[config.mk]
export PLATFORM = sky130hd
export DESIGN_NAME = addr_unit
export DESIGN_NICKNAME = d
export VERILOG_FILES = /design/src/rtl/addr_unit_pkg.sv /design/src/rtl/addr_low_adder.sv /design/src/rtl/addr_unit.sv
export SDC_FILE = /design/constraint.sdc
export NUM_CORES = 1
export LEC_CHECK = 0
export CAP_MARGIN = 20
export CORE_MARGIN = 3
export CORE_UTILIZATION = 40
export CTS_CLUSTER_SIZE = 30
export DETAILED_ROUTE_END_ITERATION = 7
export DONT_BUFFER_PORTS = 1
export GPL_ROUTABILITY_DRIVEN = 0
export PLACE_DENSITY = 0.59
export REMOVE_ABC_BUFFERS = 1
export SYNTH_ARGS = -nofsm -noshare
export SYNTH_HDL_FRONTEND = slang
export SYNTH_SLANG_ARGS = --single-unit
[constraint.sdc]
create_clock -name clk -period 3.9 [get_ports clk]
set_input_delay 0.78 -clock clk [delete_from_list [all_inputs] [get_ports clk]]
set_output_delay 0.78 -clock clk [all_outputs]
set_load 0.005 [all_outputs]
[src/rtl/addr_unit_pkg.sv]
// Shared encodings for the address unit: operand selects, high-half source and FSM states.
package addr_unit_pkg;

    typedef enum logic [1:0] {
        BaseZero = 2'b00,
        BaseDb   = 2'b01,
        BaseAh   = 2'b10,
        BasePc   = 2'b11
    } base_sel_e;

    typedef enum logic [1:0] {
        AddCi   = 2'b00,
        AddHold = 2'b01,
        AddAbl  = 2'b10,
        AddReg  = 2'b11
    } add_sel_e;

    typedef enum logic [1:0] {
        HopHold = 2'b00,
        HopDb   = 2'b01,
        HopAh   = 2'b10,
        HopPc   = 2'b11
    } hop_e;

    typedef enum logic [0:0] {
        StIdle  = 1'b0,
        StFixup = 1'b1
    } state_e;

endpackage

[src/rtl/addr_low_adder.sv]
// Combinational low-half address adder: base mux plus add mux, WIDTH+1 bit result.
module addr_low_adder
    import addr_unit_pkg::*;
#(
    parameter int unsigned WIDTH = 8
) (
    input  logic [3:0]       op,
    input  logic             ci,
    input  logic [WIDTH-1:0] db_lo,
    input  logic [WIDTH-1:0] ah_lo,
    input  logic [WIDTH-1:0] pc_lo,
    input  logic [WIDTH-1:0] abl,
    input  logic [WIDTH-1:0] reg_val,
    output logic [WIDTH:0]   sum
);

    logic [WIDTH-1:0] base;
    logic [WIDTH:0]   ci_ext;

    assign ci_ext = {{WIDTH{1'b0}}, ci};

    always_comb begin
        base = '0;
        unique case (base_sel_e'(op[3:2]))
            BaseZero: base = '0;
            BaseDb:   base = db_lo;
            BaseAh:   base = ah_lo;
            BasePc:   base = pc_lo;
            default:  base = '0;
        endcase
    end

    always_comb begin
        sum = '0;
        unique case (add_sel_e'(op[1:0]))
            AddCi:   sum = {1'b0, base} + ci_ext;
            AddHold: sum = {1'b0, abl};
            AddAbl:  sum = {1'b0, base} + {1'b0, abl} + ci_ext;
            AddReg:  sum = {1'b0, base} + {1'b0, reg_val} + ci_ext;
            default: sum = '0;
        endcase
    end

endmodule

[src/rtl/addr_unit.sv]
// Address bus generator with page-crossing fixup cycle.
// Optional ADDR_UNIT_FAST_CARRY_EN folds the high-half carry into the same cycle.
module addr_unit
    import addr_unit_pkg::*;
#(
    parameter int unsigned WIDTH = 8
) (
    input  logic               clk,
    input  logic               rst_n,
    input  logic               op_valid,
    output logic               op_ready,
    input  logic [3:0]         op,
    input  logic [1:0]         hop,
    input  logic               cp,
    input  logic               ci,
    input  logic [2*WIDTH-1:0] PC,
    input  logic [2*WIDTH-1:0] DB,
    input  logic [2*WIDTH-1:0] AH,
    input  logic [WIDTH-1:0]   REG,
    output logic [2*WIDTH-1:0] AB,
    output logic               co
);

    state_e           state_q, state_d;
    logic [WIDTH-1:0] abl_q, abl_d, abh_q, abh_d;
    logic             co_q, co_d;
    logic [WIDTH:0]   sum;
    logic [WIDTH-1:0] hi_src;
    logic             accept;

    addr_low_adder #(
        .WIDTH(WIDTH)
    ) u_low_adder (
        .op      (op),
        .ci      (ci),
        .db_lo   (DB[WIDTH-1:0]),
        .ah_lo   (AH[WIDTH-1:0]),
        .pc_lo   (PC[WIDTH-1:0]),
        .abl     (abl_q),
        .reg_val (REG),
        .sum     (sum)
    );

    assign accept = op_valid & op_ready;

    always_ff @(posedge clk) begin
        if (!rst_n) begin
            state_q <= StIdle;
        end else begin
            state_q <= state_d;
        end
    end

    always_comb begin
        state_d = StIdle;
`ifndef ADDR_UNIT_FAST_CARRY_EN
        if (state_q == StIdle && accept && cp && sum[WIDTH]) begin
            state_d = StFixup;
        end
`endif
    end

    always_comb begin
`ifdef ADDR_UNIT_FAST_CARRY_EN
        op_ready = 1'b1;
`else
        op_ready = (state_q == StIdle);
`endif
    end

    always_comb begin
        hi_src = abh_q;
        unique case (hop_e'(hop))
            HopHold: hi_src = abh_q;
            HopDb:   hi_src = DB[2*WIDTH-1:WIDTH];
            HopAh:   hi_src = AH[2*WIDTH-1:WIDTH];
            HopPc:   hi_src = PC[2*WIDTH-1:WIDTH];
            default: hi_src = abh_q;
        endcase
    end

    always_comb begin
        abl_d = abl_q;
        abh_d = abh_q;
        co_d  = co_q;
        if (state_q == StFixup) begin
            // Carry-out of the high half is dropped on purpose: the page wraps.
            abh_d = abh_q + {{(WIDTH-1){1'b0}}, 1'b1};
        end else if (accept) begin
            abl_d = sum[WIDTH-1:0];
            co_d  = sum[WIDTH];
`ifdef ADDR_UNIT_FAST_CARRY_EN
            abh_d = hi_src + {{(WIDTH-1){1'b0}}, cp & sum[WIDTH]};
`else
            abh_d = hi_src;
`endif
        end
    end

    always_ff @(posedge clk) begin
        if (!rst_n) begin
            abl_q <= '0;
            abh_q <= '0;
            co_q  <= 1'b0;
        end else begin
            abl_q <= abl_d;
            abh_q <= abh_d;
            co_q  <= co_d;
        end
    end

    assign AB = {abh_q, abl_q};
    assign co = co_q;

endmodule

**After elaboration in Yosys (flattened, before gate mapping)**

Cells that the tools add are included.

- Bits in registers: 18
- Bits of input ports: 67
- Output and inout bits: 18
- Logic and storage cells: 39

- Add/sub/neg operators: 6
- Eq/ne operators: 10
- Mux-type cells: 6
- Bitwise logic cells: 3
- Reductions and logical operators: 10

Operators with widths:

| kind | count |
|---|---|
| 9-bit one-hot mux with 4 select lines | 1 |
| 8-bit one-hot mux with 4 select lines | 1 |
| 8-bit one-hot mux with 3 select lines | 1 |
| 8-bit by 8-bit adder with 9-bit output | 2 |
| 9-bit by 1-bit adder with 9-bit output | 2 |
| 8-bit 2-to-1 mux | 2 |
| 2-bit equality test, second input constant | 6 |
| 8-bit by 1-bit adder with 9-bit output | 1 |
| 8-bit by 1-bit adder with 8-bit output, second input constant | 1 |
| 2-bit by 1-bit equality test with 1-bit output, second input constant | 3 |
| 2-bit logical NOT | 3 |
| 2-bit AND reduction | 2 |
| 1-bit logical AND | 3 |
| 3-bit AND reduction | 1 |
| 2-bit != test, second input constant | 1 |
| 1-bit NOT | 2 |
| 2-bit nonzero test | 1 |
| 1-bit bitwise AND | 1 |
| 1-bit 2-to-1 mux | 1 |

**Depth between registers and ports, before layout**

- Depth in word-level cells: 7
- Mapped depth: 13
- Mapped depth without buffers: 12

**Cells and area by module**

Synthesis repeated with hierarchy kept, for this count alone.

- Cells, all modules: 291
- Area total of the unflattened synthesis: 2299.7 sq um

Modules (own cells, without submodules):

| module | times used | cells each | area each (sq um) | seq. area each (sq um) |
|---|---|---|---|---|
| addr_low_adder | 1 | 163 | 1303.8 | 0.0 |
| addr_unit | 1 | 128 | 996.0 | 360.3 |

**Worst setup path before layout**

OpenSTA, ideal clock, no wires.

- Kind: in2reg
- Start point: input port op[2]
- End point: register co_q (netlist: co)
- Setup time: 129 ps
- Arrival time: 3219 ps
- Data required time: 3771 ps
- Slack: 552 ps
- Stages: 13
- Buffers on the path: 1
- Cell sequence: buf_6 > mux2_2 > a22o_1 > inv_1 > fa_1 > inv_1 > fa_1 > a21o_1 > a221o_1 > a211oi_1 > o22ai_1 > a41oi_1 > a21oi_1

- Cells in the longest elaborated chain, start to end: 5

Ends and longest elaborated chain:

| element | line | RTL |
|---|---|---|
| start, declared | addr_unit.sv:12 | `input logic [3:0] op,` |
| 2-bit equality test, or another cell as far along | addr_low_adder.sv:24 | `unique case (base_sel_e'(op[3:2]))` |
| 8-bit one-hot mux with 4 select lines * | addr_low_adder.sv:24 |  |
| 8-bit by 8-bit adder with 9-bit output (on tied branches) | addr_low_adder.sv:39, addr_low_adder.sv:38 |  |
| 9-bit by 1-bit adder with 9-bit output (on tied branches) | addr_low_adder.sv:39, addr_low_adder.sv:38 |  |
| 9-bit one-hot mux with 4 select lines * | addr_low_adder.sv:35 | `unique case (add_sel_e'(op[1:0]))` |
| end signal, assigned | addr_unit.sv:108 | `co_q <= co_d;` |
| end, declared | addr_unit.sv:26 | `logic co_q, co_d;` |

Every way passes the cells marked *; elsewhere a longest branch is shown, timed or not.
A chain may end at the register's enable or synchronous reset.

**Final worst setup path**

Ends and elaborated chain as after synthesis.

==> key figures <==
Timing
  – Final clock skew: roughly 0.0017 ns
  – Relative slew slack: between 30% and 40%
  – Tightest Pin Transition: between 1 and 1.5 ns
  – Fmax: ~0.31 GHz
  – Max Transition Viols Final: 0
  – RSZ-0062 raised after global routing: no
  – Tcrit/Tclk final: 81.55%
  – Final number of hold-violating endpoints: 0
  – Final Setup Violations: 0
  – Setup TNS: 0 ns
  – Minimum clock period: 3.180 ns

Detailed routing
  – Routed WL: 5272 um
  – Post-route antenna net violation count: 0
  – Drt wl/cell: 16.79 um
  – DRT Pass-1 Iters: 4
  – Via density: 5.911
  – Starting DRT DRC Count: 98
  – Drt drc: 0
  – Total number of vias: 1856

Power
  – Clock share of power: 25.0%
  – Switch share: 33.39%
  – Register share of total power: 36.1%
  – NetSw: 202.2 uW
  – Combinational Power Share: 38.9%
  – P per Cell Area: 279.7 nW/um^2
  – Maximum vdd drop: 0.1210 mV
  – Leak Pwr: 0.0008949 uW
  – Total internal power: about 400 uW

Global routing
  – Pin count of the biggest net entering global routing: 20
  – Gr usage total: between 10% and 20%
  – Initial antenna violation count: 0
  – First-pass GRT wire length: roughly 8600 um
  – Gr ovfl total: 0
  – Vias in the first global route: 1712

Clock network
  – Clock Pin Slew Worst Setup and Hold Paths: 0.07 ns
  – Root Buffer: clkbuf_8
  – Setup bufs post-CTS: 0
  – CTS Sinks: 18
  – Cts hold-fix bufs: 0
  – CTS tree: done
  – Worst-case clock buffer depth: 2
  – Post_cts resized: 0
  – Clk_lat worst skew: between 0.2 and 0.3 ns
  – CTS Buf Count: 3
  – CTS HTree Levels: 1

Worst setup path
  – CP required: 4.02 ns
  – Crit path max fanout: 12
  – Worst reg2reg path depth: 10
  – Critical-path cell list: mux2_2, a22o_1, inv_1, fa_1, inv_1, fa_1, a21o_1, a221o_1, a211oi_1, o22ai_1, a41oi_1, a21oi_1
  – Endpoint type of the worst setup path: flop
  – Crit path DAT: 3.30 ns
  – Worst setup SP type: primary input
  – Crit-path max cell delay: 0.40 ns
  – Slowest CP cell: fa_1
  – Worst setup startpoint: op[2]
  – Crit path kind: in2reg
  – R2r startpoint: abl_q[0]$_SDFFE_PN0P_

Floorplan
  – I/O pin count: 85
  – Num rows: 25
  – Die Y-Extent: roughly 80 um
  – Die X-Extent: 78.23 um
  – Effective utilization at floorplan: between 40% and 50%
  – CORE AREA: 4880 um^2
  – Die area: a little over 6000 um^2

Yosys
  – Warnings, synthesis: 0
  – Primary FF master, synth: dfxtp_1
  – Register bit total from synthesis: 18
  – Mapped Area: 2087 um^2
  – EDFF count, synth: 0
  – Seq/Total Area, Yosys: 17.27%
  – Syn Area/Cell: 8.184 um^2
  – Asr flop ratio synth: 0%
  – Synthesized instance count: 255
  – Post-synth cell types: 52

Worst hold path
  – Hold_sp: abl_q[4]$_SDFFE_PN0P_
  – HP Class: reg2reg
  – Hold Path Stages: 2

Final layout
  – Fin cells: 314
  – Diode count: 0
  – Filler cells: 519
  – Commonest non-fill, non-tap cells in the layout: a21oi_1, dfxtp_1, ha_1
  – Area delta synth->final: 3.717%
  – Most common cell after layout, fill and taps aside: a21oi_1
  – Nets: 336
  – Ratio of cells with drive above 1 in the final layout: 6.073%

Placement
  – Placed Cells: 310
  – Final HPWL DP: between 4000 and 5000 um
  – PortBufs: 0

Run
  – Max_cap viols: 0

Outcome
  – Outcome: completed
power groups by stage:
stage                     clock [uW]  combinational [uW]  sequential (uW)
after CTS                        158                 236              219
after global routing             169                 263              222
after detailed placement           0                 234              223
final                            151                 235              219
after global placement             0                 233              223
after floorplan                    0                 196              217
registers in the layout (all words and copies together), names as in the netlist:
register  flops
state_q       1
abh_q         8
co            1
abl_q         8
cell type report:
cell class	instances	area (um^2)	share of cell area, %
multi-input cells	210	1609	74.33
well taps	67	83.83	3.873
flip-flops and latches	18	360.3	16.65
clock buffers	4	55.05	2.543
inverters	15	56.30	2.601
path summary, 6_finish.rpt:
| path | slack (ns) | to |
|---|---|---|
| max | 0.72 | co$_SDFFE_PN0P_ |
| min | 0.52 | abl_q[4]$_SDFFE_PN0P_ |
| max reg2reg | 1.57 | co$_SDFFE_PN0P_ |
| min reg2reg | 0.52 | abl_q[4]$_SDFFE_PN0P_ |
through the flow:
step | power (uW) | setup slack, ns | hold WS, ns | util, % | cell area, um^2
after detailed placement | 457.6 | 0.4778 | 0.5043 | 43.23 | 2110
after global routing | 654.7 | 0.6024 | 0.6036 | 44.36 | 2165
after global placement | 456.1 | 0.5099 | 0.5130 | 43.23 | 2110
final | 605.4 | 0.7195 | 0.5174 | 44.36 | 2165
after CTS | 612.4 | 0.7433 | 0.5224 | 44.36 | 2165
after floorplan | 413.1 | 0.6898 | 0.4794 | - | 2026
synthesized netlist by cell type (4+ instances only):
library cell | count | area share [%]
a211oi_1 | 6 | 2.2
a21oi_1 | 23 | 5.5
a22o_4 | 4 | 3.4
a22oi_1 | 4 | 1.4
a31oi_1 | 6 | 1.8
buf_2 | 4 | 0.96
clkbuf_1 | 6 | 1.1
dfxtp_1 | 18 | 17
fa_1 | 4 | 3.8
ha_1 | 17 | 10
inv_1 | 14 | 2.5
mux2i_1 | 13 | 6.2
nand2_1 | 16 | 2.9
nand3_1 | 11 | 2.6
nor2_1 | 15 | 2.7
nor2b_1 | 4 | 1.2
nor3_1 | 4 | 0.96
o211ai_1 | 4 | 1.4
o21a_1 | 4 | 1.4
o21ai_0 | 12 | 2.9
xnor2_1 | 13 | 5.5
worst max-delay path, delay by kind of cell:
family | cells | cell delay, ns
AO/OA/AOI/OAI | 7 | 1.49
buffers and inverters | 2 | 0.16
adder cells (fa/ha/maj) | 2 | 0.59
multiplexers | 1 | 0.30
per-layer routing:
layer,global-route usage (%),vias up,wire [um]
met5,0,-,0
met4,1.049,0,0
met3,5.275,0,341
met2,25.77,45,2410
met1,24.63,866,2519
li1,-,945,-
logic make-up (layout without fill, tap and decap cells):
group / Yosys count / count (layout) / synth area share [%]
compound gates: 87 / 87 / 29.62
xor+xnor: 15 / 15 / 6.295
fa+ha+maj: 21 / 21 / 14.03
buf+inv: 27 / 19 / 5.635
flops: 18 / 18 / 17.27
mux: 20 / 20 / 10.55
simple gates: 67 / 67 / 16.61
No activity file was read; power rests on OpenSTA's default activity.
